## src/rtl/mul_err_monitor.sv

```systemverilog
// Error-statistics collector for an 8x8 approximate multiplier under test.
// Recomputes A*B exactly and accumulates count, error count, distance sum and max over one run.
module mul_err_monitor #(
  parameter int NUM_SAMPLES = 1024,
  parameter int CNT_W       = 24,
  parameter int SUM_W       = 40
) (
  input  logic             clk,
  input  logic             rst,
  input  logic             start,
  input  logic             in_valid,
  output logic             in_ready,
  input  logic [7:0]       A,
  input  logic [7:0]       B,
  input  logic [15:0]      O,
  output logic             busy,
  output logic             done,
  output logic [CNT_W-1:0] sample_cnt,
  output logic [CNT_W-1:0] err_cnt,
  output logic [SUM_W-1:0] ed_sum,
  output logic [15:0]      ed_max,
  output logic             sum_sat
);

  localparam int STAGES = 2;

  typedef enum logic [1:0] {IDLE, RUN, DRAIN, DONE} state_t;

  typedef struct packed {
    logic [7:0]  a;
    logic [7:0]  b;
    logic [15:0] o;
  } smp_t;

  state_t           state;
  logic             drain_cnt;
  logic [CNT_W-1:0] acc_cnt;
  logic [STAGES:1]  vld_pipe;
  smp_t             s1;
  logic [15:0]      s2_ed;
  logic             s2_err;

  logic             accept, clr, last;
  logic [15:0]      prod, ed;
  logic [SUM_W:0]   sum_nxt;

  assign accept  = in_valid & in_ready;
  assign clr     = start & ((state == IDLE) | (state == DONE));
  assign last    = (acc_cnt == CNT_W'(NUM_SAMPLES - 1));
  assign prod    = 16'(s1.a) * 16'(s1.b);
  assign ed      = (prod >= s1.o) ? (prod - s1.o) : (s1.o - prod);
  // one spare MSB catches the carry out of the accumulator for saturation
  assign sum_nxt = {1'b0, ed_sum} + {{(SUM_W-15){1'b0}}, s2_ed};

  always_ff @(posedge clk or posedge rst) begin
    if (rst) begin
      state     <= IDLE;
      in_ready  <= 1'b0;
      busy      <= 1'b0;
      done      <= 1'b0;
      drain_cnt <= 1'b0;
    end else begin
      case (state)
        IDLE, DONE: if (start) begin
          state    <= RUN;
          in_ready <= 1'b1;
          busy     <= 1'b1;
          done     <= 1'b0;
        end
        RUN: if (accept && last) begin
          state     <= DRAIN;
          in_ready  <= 1'b0;
          drain_cnt <= 1'b0;
        end
        DRAIN: begin
          // two cycles lets the last accepted sample reach the accumulators
          drain_cnt <= 1'b1;
          if (drain_cnt) begin
            state <= DONE;
            busy  <= 1'b0;
            done  <= 1'b1;
          end
        end
        default: state <= IDLE;
      endcase
    end
  end

  always_ff @(posedge clk or posedge rst) begin
    if (rst) begin
      acc_cnt  <= '0;
      vld_pipe <= '0;
      s1       <= '0;
      s2_ed    <= '0;
      s2_err   <= 1'b0;
    end else begin
      if (clr)         acc_cnt <= '0;
      else if (accept) acc_cnt <= acc_cnt + CNT_W'(1);
      if (clr) vld_pipe <= '0;
      else     vld_pipe <= {vld_pipe[STAGES-1:1], accept};
      if (accept) s1 <= '{a: A, b: B, o: O};
      s2_ed  <= ed;
      s2_err <= (ed != 16'd0);
    end
  end

  always_ff @(posedge clk or posedge rst) begin
    if (rst) begin
      sample_cnt <= '0;
      err_cnt    <= '0;
      ed_sum     <= '0;
      ed_max     <= '0;
      sum_sat    <= 1'b0;
    end else if (clr) begin
      sample_cnt <= '0;
      err_cnt    <= '0;
      ed_sum     <= '0;
      ed_max     <= '0;
      sum_sat    <= 1'b0;
    end else if (vld_pipe[STAGES]) begin
      sample_cnt <= sample_cnt + CNT_W'(1);
      err_cnt    <= err_cnt + CNT_W'(s2_err);
      if (s2_ed > ed_max) ed_max <= s2_ed;
      if (sum_nxt[SUM_W]) begin
        ed_sum  <= '1;
        sum_sat <= 1'b1;
      end else begin
        ed_sum <= sum_nxt[SUM_W-1:0];
      end
    end
  end

endmodule
```

## config.mk

```make
export PLATFORM = sky130hd
export DESIGN_NAME = mul_err_monitor
export DESIGN_NICKNAME = d
export VERILOG_FILES = /design/src/rtl/mul_err_monitor.sv
export SDC_FILE = /design/constraint.sdc
export NUM_CORES = 1
export LEC_CHECK = 0
export CAP_MARGIN = 20
export CORE_UTILIZATION = 60
export DETAILED_ROUTE_END_ITERATION = 6
export MAX_ROUTING_LAYER = met4
export PLACE_DENSITY = 0.95
export REMOVE_ABC_BUFFERS = 1
export SYNTH_ARGS = -nofsm -noshare
export SYNTH_HDL_FRONTEND = slang
export SYNTH_SLANG_ARGS = --single-unit
```

## constraint.sdc

```tcl
create_clock -name clk -period 10.35 [get_ports clk]
set_input_delay 2.07 -clock clk [delete_from_list [all_inputs] [get_ports clk]]
set_output_delay 2.07 -clock clk [all_outputs]
set_load 0.05 [all_outputs]
```

## Word-level counts from Yosys, hierarchy flattened

Cells that the tools add are included.

- $add $sub $neg: 6
- Multipliers: 1
- Reduce and logical (&&, ||, !) cells: 17
- $lt $le $gt $ge: 2
- Bitwise gates (word level): 3
- Eq/ne operators: 7
- Mux-type cells: 30

Operators with widths:

| operator | count |
|---|---|
| 24-bit 2-to-1 mux | 6 |
| 40-bit 2-to-1 mux | 3 |
| 16-bit 2-to-1 mux | 4 |
| 24-bit by 1-bit adder with 24-bit output, second input constant | 2 |
| 40-bit by 16-bit adder with 41-bit output | 1 |
| 16-bit subtractor | 2 |
| 24-bit by 1-bit adder with 24-bit output | 1 |
| 24-bit by 10-bit == test with 1-bit output, second input constant | 1 |
| 16-bit >= comparator | 1 |
| 16-bit greater-than comparator | 1 |
| 8-bit by 8-bit multiplier with 16-bit output | 1 |
| 16-bit nonzero test | 1 |
| 2-bit nonzero test | 7 |
| 3-bit AND reduction | 3 |
| 1-bit 2-to-1 mux | 8 |
| 2-bit 2-to-1 mux | 4 |
| 1-bit case mux with 2 select lines | 4 |
| 2-bit inequality test, second input constant | 3 |
| 2-bit case mux with 3 select lines | 1 |
| 2-bit AND reduction | 3 |
| 2-bit == test, second input constant | 2 |
| 1-bit bitwise AND | 2 |
| 2-bit by 1-bit == test with 1-bit output, second input constant | 1 |
| 2-bit logical NOT | 1 |
| other kinds (3) | 3 |

- Word-level logic and storage cells: 83
- Input port bits: 36
- Output and inout port bits: 108
- Flip-flop bits (word level): 186

## Logic depth before layout (Yosys ltp)

- Word-level depth: 5
- Depth in mapped cells: 31
- Gate-level depth less buffers: 28

## Worst setup path before layout

Ideal clock, no wire load.

- Path type: flip-flop to flip-flop
- From: register s1[25] (netlist bit)
- To: register s2_err
- Library setup time: 138 ps
- Stages on the path, launching flop included: 30
- Data required time: 10,212 ps
- Clock period less this slack: 6,623 ps
- Arrival: 6,484 ps
- Path buffers: 3
- Setup slack: 3,727 ps
- Cells stage by stage: dfrtp_1 -> and2_1 -> fa_1 -> fa_1 -> inv_1 -> fa_1 -> fa_1 -> inv_1 -> ha_1 -> a21oi_1 -> o21bai_1 -> a21oi_1 -> nor2b_1 -> o2111ai_1 -> nand3_1 -> nor2_1 -> xnor2_1 -> ha_1 -> buf_2 -> a21oi_1 -> nor2_1 -> a211oi_1 -> a221oi_2 -> buf_6 -> buf_12 -> mux2i_1 -> xor2_1 -> nor3_1 -> or3b_1 -> or4_1

- Longest elaborated chain between the ends: 4
- Elaborated cells between the ends (all ways): 6
- Classes of those cells: 2 x add/sub; 1 x mul; 1 x order compare; 1 x mux; 1 x reduce/logical

Ends and longest elaborated chain:

| what | RTL line | source |
|---|---|---|
| from (decl) | 39 | `smp_t s1;` |
| from (signal assigned) | 101 | `if (accept) s1 <= '{a: A, b: B, o: O};` |
| 8-bit by 8-bit multiplier with 16-bit output * | 50 | `assign prod = 16'(s1.a) * 16'(s1.b);` |
| 16-bit subtractor or 16-bit >= comparator (tied branches) | 51 | `assign ed = (prod >= s1.o) ? (prod - s1.o) : (s1.o - prod);` |
| 16-bit 2-to-1 mux * | 51 |  |
| named net ed[4] | 44 | `logic [15:0] prod, ed;` |
| 16-bit nonzero test * | 103 | `s2_err <= (ed != 16'd0);` |
| to (signal assigned) | 103 |  |
| to (decl) | 41 | `logic s2_err;` |

The timed path passes the listed nets; every way through them passes the cells marked *.
A chain may end at the register's enable or synchronous reset.

## Worst setup path after layout

Same ends and word-level chain as after synthesis.

==> key figures <==
Logic synthesis
  • Cell count after synthesis: 1364
  • Post-Synth XOR/XNOR Area: 7.92%
  • Post-synthesis simple-gate area fraction: 18.9%
  • Count of different cell masters after synthesis: 60
  • Synth area leaders: dfrtp_1 37%, ha_1 11%, fa_1 6.2%
  • Adder-cell share of the synthesized area: 16.7%
  • Mapped Area: 12600 um2
  • Synthesized area per cell: 9.24 um2
  • Main synth FF type: dfrtp_1
  • Synth top cells by count: 186 x dfrtp_1, 147 x nand2_1, 120 x inv_1, 106 x ha_1, 100 x nor2_1
  • Post-synth EDFFs: 0
  • Synth area leader: dfrtp_1
  • Sequential share of the synthesized area: 36.9%
  • Main combinational cell family by area after synthesis: simple AND/OR/NAND/NOR gates
  • Fraction of registers with async set/reset: 100%
  • Synth Area in Compound Gates: 12.0%
  • Synth warnings: 0
  • Count leader, synth: dfrtp_1
  • Synthesized flop and latch total: 186
  • Synth top area share: 36.9%
  • Mux cell area share after synthesis: 2.41%

Power
  • Leakage power: 6.89 nW
  • PwrDens: 271 nW/um2
  • VDD IR-drop max: 0.165 mV
  • Tot Pwr: 4.03 mW

Clock network
  • Clock Latency Late Sink: 0.45 ns
  • Hold_buf cts: 0
  • Num CTS Buffers: 17
  • Root buffer cell: clkbuf_16
  • Clk sinks: 186
  • Post-CTS Setup Inserts: 0
  • Clk buf depth: 2
  • CTS HTree Levels: 4
  • Cts repair resizes: 0
  • CTS tree: done
  • Clock slew at reported path FFs: 0.07 ns

Die
  • Initial core utilization: 61.7%
  • I/O pin total: 144
  • Die area: 21600 um2
  • Die width: 147 um
  • CORE AREA: 20400 um2
  • Chip Height: 147 um
  • Row count: 52

Timing
  • RSZ-0062 raised after global routing: false
  • Final Max Slew Viols: 0
  • Hold Vio Cnt, Final: 0
  • Worst slew pin tran: 0.988 ns
  • Setup-failing EPs final: 0
  • Setup Skew: 0.0122 ns
  • Crit path time final: 7.41 ns
  • Post-route setup TNS: 0 ns
  • Crit share post-route: 71.5%
  • Max Fclk: 135 MHz
  • Slew HR: 34.1%

Placed design
  • Count of input and output buffers: 143
  • HPWL after DPL: 22.3 mm
  • GPL Wtd Cong: 0.952

Finish
  • Area grow syn2layout: 17.9%
  • Util after Layout: 72.7%
  • Fin nets: 1674
  • Layout cells sized above 1: 3.65%

Routing
  • DRT Wirelength: 31.2 mm
  • ANT nets after route: 0
  • Detailed Routing Iterations Pass 1: 6
  • Max Used Layer: met4
  • Via-to-Cell Ratio: 6.00
  • Met3 routed WL: 1.91 mm
  • Met1 Wirelength: 12.6 mm
  • Met2 Wirelength: 15.7 mm
  • Starting DRC count in detailed routing: 903
  • Via count: 10659
  • DRC viols: 0
  • WL/cell: 17.5 um

Worst setup path
  • Crit end category: register
  • Most Frequent Cell on Critical Path: fa_1
  • Slowest CP cell: fa_1
  • Kind of cell adding the most delay to the critical path: adder cells
  • Worst path required time: 10.65 ns
  • CP bufs+invs: 3
  • Max incr delay on CP: 0.56 ns
  • Critical Path Fanout Max: 17
  • CP arrival: 7.71 ns
  • Setup Crit Path Kind: register to register
  • Startpoint Class: register

Global route
  • Initial antenna violation count: 1
  • Pin count of the biggest net entering global routing: 107
  • Congestion Overflow GR: 0
  • Vias in the first global route: 10741
  • First-pass GRT wire length: 51.6 mm
  • Aggregate global-route resource usage: 30.8%

Flow run
  • Max cap viols: 0

Hold path
  • Min-Delay Path Class: register to register

Status
  • Status: completed
[power by group]
| group | switching (mW) | leakage (nW) | internal [mW] |
|---|---|---|---|
| Clock | 0.325 | 0.281 | 0.323 |
| Sequential | 0.131 | 2.44 | 0.851 |
| Combinational | 1.48 | 4.17 | 0.919 |
[layer usage]
| metal | vias up | GRT usage (%) |
|---|---|---|
| met5 | - | - |
| met3 | 106 | 5.09 |
| met1 | 5184 | 36.7 |
| li1 | 4907 | - |
| met2 | 462 | 51.5 |
| met4 | 0 | 13.8 |
[final timing paths]
check                       startpoint        endpoint  slack [ns]  depth (start not counted)
hold reg to reg            vld_pipe[1]     vld_pipe[2]        0.46                          1
setup reg to reg                s1[25]          s2_err        2.94                         27
max in group asynchronous          rst     err_cnt[12]        6.92                          4
hold / removal             vld_pipe[1]     vld_pipe[2]        0.46                          1
min in group asynchronous          rst  sample_cnt[21]        2.19                          2
setup / recovery                s1[25]          s2_err        2.94                         27
[placed cells by master (no fill, tap or decap), types with 9 or more instances in the layout]
master           count
a21o_1              19
a21oi_1             58
a22o_1              14
a31oi_1             10
and2_1              55
and3_1              24
clkbuf_16           17
clkdlybuf4s50_1    143
dfrtp_1            186
fa_1                39
ha_1               106
inv_1              119
mux2i_1             27
nand2_1            147
nand3_1             36
nand4_1             26
nor2_1             100
nor2b_1             14
nor3_1              21
nor4_1               9
o21a_1              13
o21ai_0             90
or3_1               19
xnor2_1             58
xor2_1              56
[layout make-up]
type                            instances  area (um2)
Multi-Input combinational cell       1017        7310
Fill cell                            1403        5570
Sequential cell                       186        4650
Timing Repair Buffer                  151        1510
Inverter                              120         455
Clock buffer                           18         429
Tap cell                              270         338
Clock inverter                         14         151
Antenna cell                            1        2.50
[cells by family after synthesis]
| group | count (synthesis) |
|---|---|
| adders and majority gates | 145 |
| buffers and inverters | 161 |
| xor gates and xnor gates | 114 |
| muxes | 29 |
| DFF | 186 |
| and+or+nand+nor | 484 |
| AOI/OAI and AO/OA | 245 |
[sequential cells by signal (all words and copies together), names as in the netlist]
| name | count |
|---|---|
| s1 | 32 |
| sum_sat | 1 |
| s2_ed | 16 |
| ed_sum | 40 |
| vld_pipe | 2 |
| busy | 1 |
| s2_err | 1 |
| err_cnt | 24 |
| state | 2 |
| acc_cnt | 24 |
| sample_cnt | 24 |
| ed_max | 16 |
| drain_cnt | 1 |
| done | 1 |
| in_ready | 1 |
[stage by stage]
stage          hold slack, ns  std cells  setup slack, ns  cell area [um2]
3_5_place_dp            0.445       1742             3.09            14200
6_report                0.459       1777             2.94            14900
2_1_floorplan           0.428       1323             3.07            12400
3_3_place_gp            0.431       1742             3.28            14200
5_1_grt                 0.487       1777             2.59            14900
4_1_cts                 0.460       1774             2.99            14800
[worst reg2reg max path: cells and delay by family (launching register included)]
kind | cells | cell delay (ns)
adder cells (fa/ha/maj) | 6 | 2.80
AND/OR/NAND/NOR | 9 | 1.85
AO/OA/AOI/OAI | 6 | 1.21
flip-flops | 1 | 0.48
buffers and inverters | 3 | 0.44
multiplexers | 1 | 0.26
XOR/XNOR | 2 | 0.23
No activity file was read; power rests on OpenSTA's default activity.
